File: src/rtl/fetch_decode_sequencer_pkg.sv
// Shared definitions for the fetch/decode/execute sequencer: opcode class
// nibbles, data_bus source encodings, FSM states and the branch rule.
package fetch_decode_sequencer_pkg;

    localparam int          DATA_WIDTH = 16;
    localparam logic [15:0] HALT_WORD  = 16'hFFFF;

    // Opcode class nibbles found in opcode[15:12]
    localparam logic [3:0] ALU_OP = 4'h1;
    localparam logic [3:0] ROM_OP = 4'h3;
    localparam logic [3:0] RAM_OP = 4'h4;
    localparam logic [3:0] PC_OP  = 4'h7;

    typedef enum logic [1:0] {
        BUS_PC  = 2'b00,
        BUS_ALU = 2'b01,
        BUS_RAM = 2'b10,
        BUS_IMM = 2'b11
    } bus_sel_e;

    typedef enum logic [2:0] {
        FETCH   = 3'd0,
        DECODE  = 3'd1,
        EXECUTE = 3'd2,
        ADVANCE = 3'd3,
        HALT    = 3'd4,
        FAULT   = 3'd5
    } state_e;

    typedef enum logic [1:0] {
        CLS_ALU = 2'd0,
        CLS_ROM = 2'd1,
        CLS_RAM = 2'd2,
        CLS_PC  = 2'd3
    } op_class_e;

    // A zero mask is an unconditional branch; otherwise any matching flag takes it.
    function automatic logic branch_taken(input logic [3:0] mask, input logic [3:0] flags);
        return (mask == 4'h0) || ((mask & flags) != 4'h0);
    endfunction

endpackage

File: src/rtl/fetch_decode_sequencer_if.sv
// Bus bundle between the sequencer and the ROM/RAM/ALU/PC blocks.
// master = sequencer side, slave = the surrounding datapath.
interface fetch_decode_sequencer_if #(
    parameter int DATA_WIDTH = 16
);
    logic [DATA_WIDTH-1:0] rom_opcode;
    logic [DATA_WIDTH-1:0] rom_operand;
    logic [3:0]            flags;
    logic                  ram_ready;

    logic [DATA_WIDTH-1:0] ir_opcode;
    logic [DATA_WIDTH-1:0] ir_operand;
    logic                  alu_en;
    logic                  ram_re;
    logic                  ram_we;
    logic                  pc_load;
    logic                  pc_inc;
    logic [1:0]            bus_sel;
    logic                  halted;
    logic                  fault;
    logic [15:0]           instr_count;

    modport master (
        input  rom_opcode, rom_operand, flags, ram_ready,
        output ir_opcode, ir_operand, alu_en, ram_re, ram_we,
               pc_load, pc_inc, bus_sel, halted, fault, instr_count
    );

    modport slave (
        output rom_opcode, rom_operand, flags, ram_ready,
        input  ir_opcode, ir_operand, alu_en, ram_re, ram_we,
               pc_load, pc_inc, bus_sel, halted, fault, instr_count
    );

endinterface

File: src/rtl/fetch_decode_sequencer_instr_decoder.sv
// Combinational classification of the latched instruction word.
module fetch_decode_sequencer_instr_decoder #(
    parameter int                    DATA_WIDTH = 16,
    parameter logic [DATA_WIDTH-1:0] HALT_WORD  = '1
) (
    input  logic [DATA_WIDTH-1:0]                 opcode,
    output fetch_decode_sequencer_pkg::op_class_e op_class,
    output logic                                  illegal,
    output logic                                  is_halt,
    output logic                                  is_write,
    output logic [3:0]                            branch_mask
);
    import fetch_decode_sequencer_pkg::*;

    // Map the top nibble onto an instruction class; unknown nibbles are illegal.
    always_comb begin
        op_class = CLS_ALU;
        illegal  = 1'b0;
        case (opcode[DATA_WIDTH-1 -: 4])
            ALU_OP:  op_class = CLS_ALU;
            ROM_OP:  op_class = CLS_ROM;
            RAM_OP:  op_class = CLS_RAM;
            PC_OP:   op_class = CLS_PC;
            default: illegal  = 1'b1;
        endcase
    end

    assign is_halt     = (opcode == HALT_WORD);
    assign is_write    = opcode[0];
    assign branch_mask = opcode[3:0];

endmodule

File: src/rtl/fetch_decode_sequencer.sv
// Fetch/decode/execute controller. Latches the ROM word, classifies it and
// issues single-cycle ALU/PC strobes, held RAM requests and the data_bus
// source select. All outputs are decoded from registered state.
module fetch_decode_sequencer #(
    parameter int                    DATA_WIDTH  = fetch_decode_sequencer_pkg::DATA_WIDTH,
    parameter int                    RAM_TIMEOUT = 8,
    parameter logic [DATA_WIDTH-1:0] HALT_WORD   = fetch_decode_sequencer_pkg::HALT_WORD
) (
    input  logic                     clk,
    input  logic                     reset,
    fetch_decode_sequencer_if.master bus
);
    import fetch_decode_sequencer_pkg::*;

    // Request cycle index at which a still-unanswered RAM access gives up.
    localparam logic [7:0] WAIT_LAST = 8'(RAM_TIMEOUT - 1);

    state_e                state_q, state_d;
    logic [DATA_WIDTH-1:0] ir_opcode_q, ir_opcode_d;
    logic [DATA_WIDTH-1:0] ir_operand_q, ir_operand_d;
    logic [15:0]           instr_count_q, instr_count_d;
    logic [7:0]            wait_cnt_q, wait_cnt_d;
    logic                  taken_q, taken_d;

    op_class_e             op_class;
    logic                  illegal;
    logic                  is_halt;
    logic                  is_write;
    logic [3:0]            branch_mask;

    logic                  alu_en;
    logic                  ram_re;
    logic                  ram_we;
    logic                  pc_load;
    logic                  pc_inc;
    bus_sel_e              bus_sel;

    fetch_decode_sequencer_instr_decoder #(
        .DATA_WIDTH (DATA_WIDTH),
        .HALT_WORD  (HALT_WORD)
    ) u_decoder (
        .opcode      (ir_opcode_q),
        .op_class    (op_class),
        .illegal     (illegal),
        .is_halt     (is_halt),
        .is_write    (is_write),
        .branch_mask (branch_mask)
    );

    // State and instruction registers; reset aborts any instruction in flight.
    always_ff @(posedge clk or negedge reset) begin
        if (!reset) begin
            state_q       <= FETCH;
            ir_opcode_q   <= '0;
            ir_operand_q  <= '0;
            instr_count_q <= '0;
            wait_cnt_q    <= '0;
            taken_q       <= 1'b0;
        end else begin
            state_q       <= state_d;
            ir_opcode_q   <= ir_opcode_d;
            ir_operand_q  <= ir_operand_d;
            instr_count_q <= instr_count_d;
            wait_cnt_q    <= wait_cnt_d;
            taken_q       <= taken_d;
        end
    end

    // Next-state logic plus Moore outputs decoded from the registered state.
    always_comb begin
        state_d       = state_q;
        ir_opcode_d   = ir_opcode_q;
        ir_operand_d  = ir_operand_q;
        instr_count_d = instr_count_q;
        wait_cnt_d    = wait_cnt_q;
        taken_d       = taken_q;

        alu_en  = 1'b0;
        ram_re  = 1'b0;
        ram_we  = 1'b0;
        pc_load = 1'b0;
        pc_inc  = 1'b0;
        bus_sel = BUS_PC;

        case (state_q)
            FETCH: begin
                // PC drives the bus so the ROM presents the word at the current PC.
                ir_opcode_d  = bus.rom_opcode;
                ir_operand_d = bus.rom_operand;
                taken_d      = 1'b0;
                wait_cnt_d   = '0;
                state_d      = DECODE;
            end

            DECODE: begin
                // Flags are sampled here so the branch strobe stays a registered decode.
                wait_cnt_d = '0;
                taken_d    = (op_class == CLS_PC) && branch_taken(branch_mask, bus.flags);
                if (is_halt) begin
                    state_d = HALT;
                end else if (illegal) begin
                    state_d = FAULT;
                end else begin
                    state_d = EXECUTE;
                end
            end

            EXECUTE: begin
                case (op_class)
                    CLS_ALU: begin
                        alu_en  = 1'b1;
                        bus_sel = BUS_ALU;
                        state_d = ADVANCE;
                    end
                    CLS_ROM: begin
                        bus_sel = BUS_IMM;
                        state_d = ADVANCE;
                    end
                    CLS_RAM: begin
                        // Writes take their data from the ALU result.
                        ram_we  = is_write;
                        ram_re  = !is_write;
                        bus_sel = is_write ? BUS_ALU : BUS_RAM;
                        if (bus.ram_ready) begin
                            state_d = ADVANCE;
                        end else if (wait_cnt_q >= WAIT_LAST) begin
                            state_d = FAULT;
                        end else begin
                            wait_cnt_d = wait_cnt_q + 8'd1;
                        end
                    end
                    CLS_PC: begin
                        pc_load = taken_q;
                        state_d = ADVANCE;
                    end
                    default: state_d = FAULT;
                endcase
            end

            ADVANCE: begin
                // A taken branch already moved the PC, so no increment for it.
                pc_inc        = !taken_q;
                instr_count_d = instr_count_q + 16'd1;
                state_d       = FETCH;
            end

            HALT:    state_d = HALT;
            FAULT:   state_d = FAULT;
            default: state_d = FETCH;
        endcase
    end

    assign bus.ir_opcode   = ir_opcode_q;
    assign bus.ir_operand  = ir_operand_q;
    assign bus.alu_en      = alu_en;
    assign bus.ram_re      = ram_re;
    assign bus.ram_we      = ram_we;
    assign bus.pc_load     = pc_load;
    assign bus.pc_inc      = pc_inc;
    assign bus.bus_sel     = bus_sel;
    assign bus.halted      = (state_q == HALT);
    assign bus.fault       = (state_q == FAULT);
    assign bus.instr_count = instr_count_q;

endmodule

File: src/flat_wrapper.sv
// flat-port wrapper written by rule: the top's interface ports become plain ports
module fetch_decode_sequencer_flat import fetch_decode_sequencer_pkg::*;
#(
    parameter int                    DATA_WIDTH  = fetch_decode_sequencer_pkg::DATA_WIDTH,
    parameter int                    RAM_TIMEOUT = 8,
    parameter logic [DATA_WIDTH-1:0] HALT_WORD   = fetch_decode_sequencer_pkg::HALT_WORD
)
  (clk, reset, bus_rom_opcode, bus_rom_operand, bus_flags, bus_ram_ready, bus_ir_opcode, bus_ir_operand, bus_alu_en, bus_ram_re, bus_ram_we, bus_pc_load, bus_pc_inc, bus_bus_sel, bus_halted, bus_fault, bus_instr_count);
  fetch_decode_sequencer_if #(.DATA_WIDTH(DATA_WIDTH)) bus_i ();
  input  logic clk;
  input  logic reset;
  input wire logic [$bits(bus_i.rom_opcode)-1:0] bus_rom_opcode;
  input wire logic [$bits(bus_i.rom_operand)-1:0] bus_rom_operand;
  input wire logic [$bits(bus_i.flags)-1:0] bus_flags;
  input wire logic [$bits(bus_i.ram_ready)-1:0] bus_ram_ready;
  output wire logic [$bits(bus_i.ir_opcode)-1:0] bus_ir_opcode;
  output wire logic [$bits(bus_i.ir_operand)-1:0] bus_ir_operand;
  output wire logic [$bits(bus_i.alu_en)-1:0] bus_alu_en;
  output wire logic [$bits(bus_i.ram_re)-1:0] bus_ram_re;
  output wire logic [$bits(bus_i.ram_we)-1:0] bus_ram_we;
  output wire logic [$bits(bus_i.pc_load)-1:0] bus_pc_load;
  output wire logic [$bits(bus_i.pc_inc)-1:0] bus_pc_inc;
  output wire logic [$bits(bus_i.bus_sel)-1:0] bus_bus_sel;
  output wire logic [$bits(bus_i.halted)-1:0] bus_halted;
  output wire logic [$bits(bus_i.fault)-1:0] bus_fault;
  output wire logic [$bits(bus_i.instr_count)-1:0] bus_instr_count;
  assign bus_i.rom_opcode = bus_rom_opcode;
  assign bus_i.rom_operand = bus_rom_operand;
  assign bus_i.flags = bus_flags;
  assign bus_i.ram_ready = bus_ram_ready;
  assign bus_ir_opcode = bus_i.ir_opcode;
  assign bus_ir_operand = bus_i.ir_operand;
  assign bus_alu_en = bus_i.alu_en;
  assign bus_ram_re = bus_i.ram_re;
  assign bus_ram_we = bus_i.ram_we;
  assign bus_pc_load = bus_i.pc_load;
  assign bus_pc_inc = bus_i.pc_inc;
  assign bus_bus_sel = bus_i.bus_sel;
  assign bus_halted = bus_i.halted;
  assign bus_fault = bus_i.fault;
  assign bus_instr_count = bus_i.instr_count;
  fetch_decode_sequencer #(.DATA_WIDTH(DATA_WIDTH), .RAM_TIMEOUT(RAM_TIMEOUT), .HALT_WORD(HALT_WORD)) u_core (.clk(clk), .reset(reset), .bus(bus_i));
endmodule
File: config.mk
export PLATFORM = sky130hd
export DESIGN_NAME = fetch_decode_sequencer_flat
export DESIGN_NICKNAME = d
export VERILOG_FILES = /design/src/rtl/fetch_decode_sequencer_pkg.sv /design/src/rtl/fetch_decode_sequencer_if.sv /design/src/rtl/fetch_decode_sequencer_instr_decoder.sv /design/src/rtl/fetch_decode_sequencer.sv /design/src/flat_wrapper.sv
export SDC_FILE = /design/constraint.sdc
export NUM_CORES = 1
export LEC_CHECK = 0
export BUFFER_PORTS_ARGS = -buffer_cell sky130_fd_sc_hd__buf_2
export CORE_ASPECT_RATIO = 0.75
export CORE_MARGIN = 8
export CORE_UTILIZATION = 44
export DETAILED_ROUTE_END_ITERATION = 10
export PLACE_DENSITY = 0.75
export SLEW_MARGIN = 20
export SYNTH_ARGS = -nofsm -noshare
export SYNTH_HDL_FRONTEND = slang
export SYNTH_SLANG_ARGS = --single-unit
File: constraint.sdc
create_clock -name clk -period 1.6 [get_ports clk]
set_input_delay 0 -clock clk [delete_from_list [all_inputs] [get_ports clk]]
set_output_delay 0 -clock clk [all_outputs]
set_load 0.03 [all_outputs]
; ---- Word-level counts from Yosys, hierarchy flattened
; Index checks and enable logic that the tools add are counted.
; W data, S select, Z words.
[word_totals]
elab_cells = 65
ff_bits = 60
out_inout_bits = 57
[classes]
add_sub_neg = 2
magnitude_cmp = 1
mux = 24
n_reduce_logical = 14
n_eq_ne = 17
n_bitwise = 1
[op_table]
columns = op, n
row1 = $mux W8, 3
row2 = $add A16 B1 Y16 const B, 1
row3 = $eq A16 B16 Y1 const B, 1
row4 = $pmux W8 S2, 1
row5 = $pmux W3 S5, 1
row6 = $mux W3, 4
row7 = $pmux W2 S3, 2
row8 = $mux W1, 9
row9 = $add A8 B1 Y8 const B, 1
row10 = $eq A4 B3 Y1 const B, 2
row11 = $ge A8 B3 Y1 const B, 1
row12 = $eq A3 B2 Y1 const B, 2
row13 = $eq A3 B3 Y1 const B, 2
row14 = $pmux W3 S2, 1
row15 = $and A4 B4 Y4, 1
row16 = $eq A2 B2 Y1 const B, 2
row17 = $eq A4 B1 Y1 const B, 1
row18 = $eq A4 B2 Y1 const B, 1
row19 = $logic_not A4 Y1, 1
row20 = $mux W2, 2
row21 = $ne A2 B2 Y1 const B, 2
row22 = $ne A4 B3 Y1 const B, 1
row23 = $reduce_and A4 Y1, 1
row24 = $reduce_bool A2 Y1, 2
row25 = 13 further kinds, 14

; ---- Depth between registers and ports, before layout
[logic_depth]
depth_word = 6
mapped_depth = 6
mapped_depth_nobuf = 5

; ---- Modules after synthesis
; A second synthesis with hierarchy kept.
[hier_totals]
cells_unflattened = 222
area_unflattened_um2 = 2688.8
[modules_own_cells]
columns = mod, cells_per_inst, area_each_um2, seq_area_each_um2, n_inst
row1 = fetch_decode_sequencer, 205, 2568.7, 1501.4, 1
row2 = fetch_decode_sequencer_instr_decoder, 17, 120.1, 0.0, 1

; ---- Worst setup path after synthesis
; No wires, ideal clock.
[synth_path]
path_type = register -> output
start = reg u_core.state_q[0]
end = out bus_ram_re
path_buffers = 2
setup_slack_ns = -0.386
t_required_ns = 1.600
t_arrival_ns = 1.986
stages_incl_launch_ff = 5
path_cell_list = dfrtp_1 > buf_6 > or3b_1 > buf_6 > nor4_1
[synth_via]
elab_chain_len = 2
[synth_lines]
columns = item, line_no
row1 = from (decl), fetch_decode_sequencer.sv:18  ; state_e state_q, state_d;
row2 = from (signal assigned), fetch_decode_sequencer.sv:60  ; state_q <= state_d;
row3 = $eq A3 B2 Y1, fetch_decode_sequencer.sv:85  ; case (state_q)
row4 = $mux W1, fetch_decode_sequencer.sv:85
row5 = to (decl), flat_wrapper.sv:19  ; output wire logic [$bits(bus_i.ram_re)-1:0] bus_ram_re;
; Every way passes these cells.

; ---- Worst setup path in the final report
[layout_path]
start = reg u_core.state_q[1]
end = reg u_core.ir_opcode_q[13] (netlist: u_core.bus.ir_opcode[13])
[layout_via]
elab_chain_len = 1
[layout_lines]
columns = item, line_no
row1 = $logic_not A3 Y1, fetch_decode_sequencer.sv:85
row2 = to (signal assigned), fetch_decode_sequencer.sv:61  ; ir_opcode_q <= ir_opcode_d;
row3 = to (decl), fetch_decode_sequencer.sv:19  ; logic [DATA_WIDTH-1:0] ir_opcode_q, ir_opcode_d;
; Every way passes these cells.
; A chain may end at the register's enable or synchronous reset.

==> out/metrics.csv <==
metric,value,unit
Slew @ Worst Pin,0.468,ns
CTS tree,done,
Post-Syn Nets,258,
min cycle time layout,1.69,ns
P_int,3.35,mW
antenna-violating nets left,0,
WP data required,1.82,ns
initial antenna violation count,0,
switch share,29.5,%
DR vias/cell,5.12,
Top-Level Pins,96,
WL/cell,18.5,um
share of cells above drive strength 1,51.6,%
Logic pwr share,22.8,%
Chip Width,105,um
Leak,2.11,nW
"Clk pin slew, worst setup/hold paths",0.07,ns
total gr overflow,0,
Setup WS post-layout,-0.0934,ns
"Cell Chain, Critical Path",buf_6 -> or2_4 -> nor2_4 -> clkbuf_16 -> mux2_4,
Synth cell types,39,
Post-Synthesis Cells,217,
Reg power frac,38.5,%
antenna diode count,0,
dpl ws,-0.00773,ns
worst rel slew slack,68.5,%
failing checks,negative setup slack,
endpoints failing hold,0,
Final #Nets,416,
first-pass GRT wire length,12400,um
Max stage delay on crit path,0.39,ns
"Seq/Total Area, Yosys",56.9,%
clk sinks,60,
crit path max fanout,8,
top cell type's share of synthesized area,56.9,%
synthesis-to-finish area growth,63.0,%
clk_skew,0.00627,ns
synthesized flop and latch total,60,
Final Setup Violations,40,
Placer Congestion,0.767,
Syn Std Cell Area,2640,um2
max-cap violations,0,
CTS max path bufs,2,
Post-synth ARST share,100,%
max-slew violations,0,
clock group share of total power,38.7,%
"Largest delay share family, worst path",simple AND/OR/NAND/NOR gates,
Post-synth EDFFs,0,
Core ar.,5800,um2
TNS Setup,-2.28,ns
Critical Path Sink Type,flop,
"top cells by area, synth","dfrtp_1 (57%), mux2_2 (14%), nand2_1 (3.3%)",
"area leader, netlist",dfrtp_1,
CTS H-Tree Depth,3,
Fmax,591,MHz
# DRC,0,
crit share post-route,106,%
Main synth FF type,dfrtp_1,
YS warnings,0,
Chip Height,83.1,um
CP Class,flop to flop,
CTS Root Cell,clkbuf_8,
die area,8760,um2
WL final,8460,um
pin count of the biggest net entering global routing,61,
Pre-Repair DR Iteration Count,4,
vias in the first global route,2418,
Final HPWL DP,4810,um
Peak supply drop,0.000921,V
detailed-route via count,2347,
Total GRT Usage,17.7,%
unrepaired setup endpoints after global routing,true,
HP Class,primary input to async pin,
CTS Buf Count,9,
WP data arrival,1.91,ns
outcome,finished with violations,
Rows,24,
DR iter-0 viols,82,
worst skew pair latency,0.34,ns
CP bufs+invs,2,
"Avg Cell Area, Syn",12.2,um2
switching power,1.40,mW
startpoint class of the critical path,flop,
"Max stage delay cell, worst path",dfrtp_1,
Initial Utilization,45.5,%
Cell Pwr Density,1100,nW/um2
I/O Buffers,95,
-- cells in the final DEF (no fill, tap or decap), types with 2 or more instances in the layout --
cell type / instances
dfrtp_1: 52
a21oi_1: 5
nor4_4: 3
bufinv_16: 4
nand3_1: 3
dfrtp_2: 8
nand4_1: 8
buf_6: 6
mux2i_1: 2
buf_2: 88
a22o_1: 2
and3_1: 3
mux2_4: 31
nor4_1: 3
o21ai_0: 2
nor2b_1: 2
nor2_2: 2
buf_12: 2
clkbuf_16: 2
o21ai_1: 2
xnor2_1: 8
dlygate4sd3_1: 34
clkbuf_8: 9
and4_1: 2
xor2_1: 6
nor2_1: 11
and2_1: 4
buf_4: 22
nor3_1: 2
clkinv_4: 2
nor2_4: 3
or2_4: 3
nand2_1: 22
-- metrics by stage --
step	hold slack (ns)	cells	cell area (um2)	util, %	power (mW)
after floorplan	-0.296	217	2690	-	2.36
after global placement	0.0282	397	3330	57.4	2.67
after detailed placement	0.0270	397	3330	57.4	2.69
after CTS	0.208	452	4050	69.8	4.67
after global routing	0.239	458	4300	74.2	4.93
final	0.204	458	4300	74.2	4.75
-- routing by layer --
layer / routed length, um / track usage [%]
met1: 3380 / 19.7
met2: 4060 / 27.7
met3: 840 / 9.80
met4: 179 / 6.72
met5: 0 / 0
-- synth_stat cells (all sizes together), types with 3 or more instances --
master  count
and3        3
and2        4
nor4        6
a21oi       5
or2         3
dfrtp      60
xor2        6
buf         7
xnor2       9
nand4       8
nor3        3
nor2       16
mux2       32
nand3       4
nand2      23
o21ai       4
-- flip-flops by register name, indices dropped and copies added, names as in the netlist --
| name | cells |
|---|---|
| u_core.bus.instr_count | 16 |
| u_core.bus.ir_opcode | 16 |
| u_core.bus.ir_operand | 16 |
| u_core.state_q | 3 |
| u_core.taken_q | 1 |
| u_core.wait_cnt_q | 8 |
-- cells by family (layout without fill, tap and decap cells) --
group	Yosys count	count (layout)	share of synthesized area, %
compound gates	15	15	3.65
buf+inv	9	172	2.28
mux	34	34	14.4
fa+ha+maj	2	2	0.948
flops	60	60	56.9
xor+xnor	15	15	4.98
simple gates	82	82	16.8
-- layout make-up --
class	count	area (um2)
fillers	365	1490
clock buffers	9	124
well taps	78	97.6
multi-input cells	148	1300
flip-flops and latches	60	1510
repair buffers	155	1120
inverters	1	3.75
clock inverters	7	146
-- worst min-delay path: stages --
cell           delay, ns
dlygate4sd3_1       0.53
buf_2               0.12
buf_12              0.29
-- what timing repair did --
| action | 4_1_cts | 5_1_grt |
|---|---|---|
| cloned | 0 | 3 |
| endpoints found under the setup margin | 11 | 43 |
| setup buffers | 5 | 3 |
| gates resized for setup | 21 | 44 |
| hold buffers | 34 | 0 |
| endpoints found under the hold margin | 93 | 0 |
| pin swaps | 7 | 5 |
-- worst paths after layout --
kind                                            startpoint                         end  slack, ns  depth (start not counted)
worst max-delay path                     u_core.state_q[1]    u_core.bus.ir_opcode[13]      -0.09                          5
worst min-delay path                                 reset  u_core.bus.instr_count[14]       0.20                          3
worst max register to register           u_core.state_q[1]    u_core.bus.ir_opcode[13]      -0.09                          5
worst min register to register  u_core.bus.instr_count[15]  u_core.bus.instr_count[15]       0.47                          1
max in group asynchronous                            reset   u_core.bus.instr_count[4]       1.10                          3
min in group clk                              bus_flags[3]              u_core.taken_q       0.24                          4
-- power groups by stage --
stage          registers (mW)  logic (mW)  clock network, mW
5_1_grt                  1.85        1.15               1.94
6_report                 1.83        1.08               1.84
3_5_place_dp             1.83       0.858                  0
2_1_floorplan            2.12       0.234                  0
4_1_cts                  1.80       0.977               1.89
3_3_place_gp             1.83       0.844                  0
(Power assumes the default switching activity.)
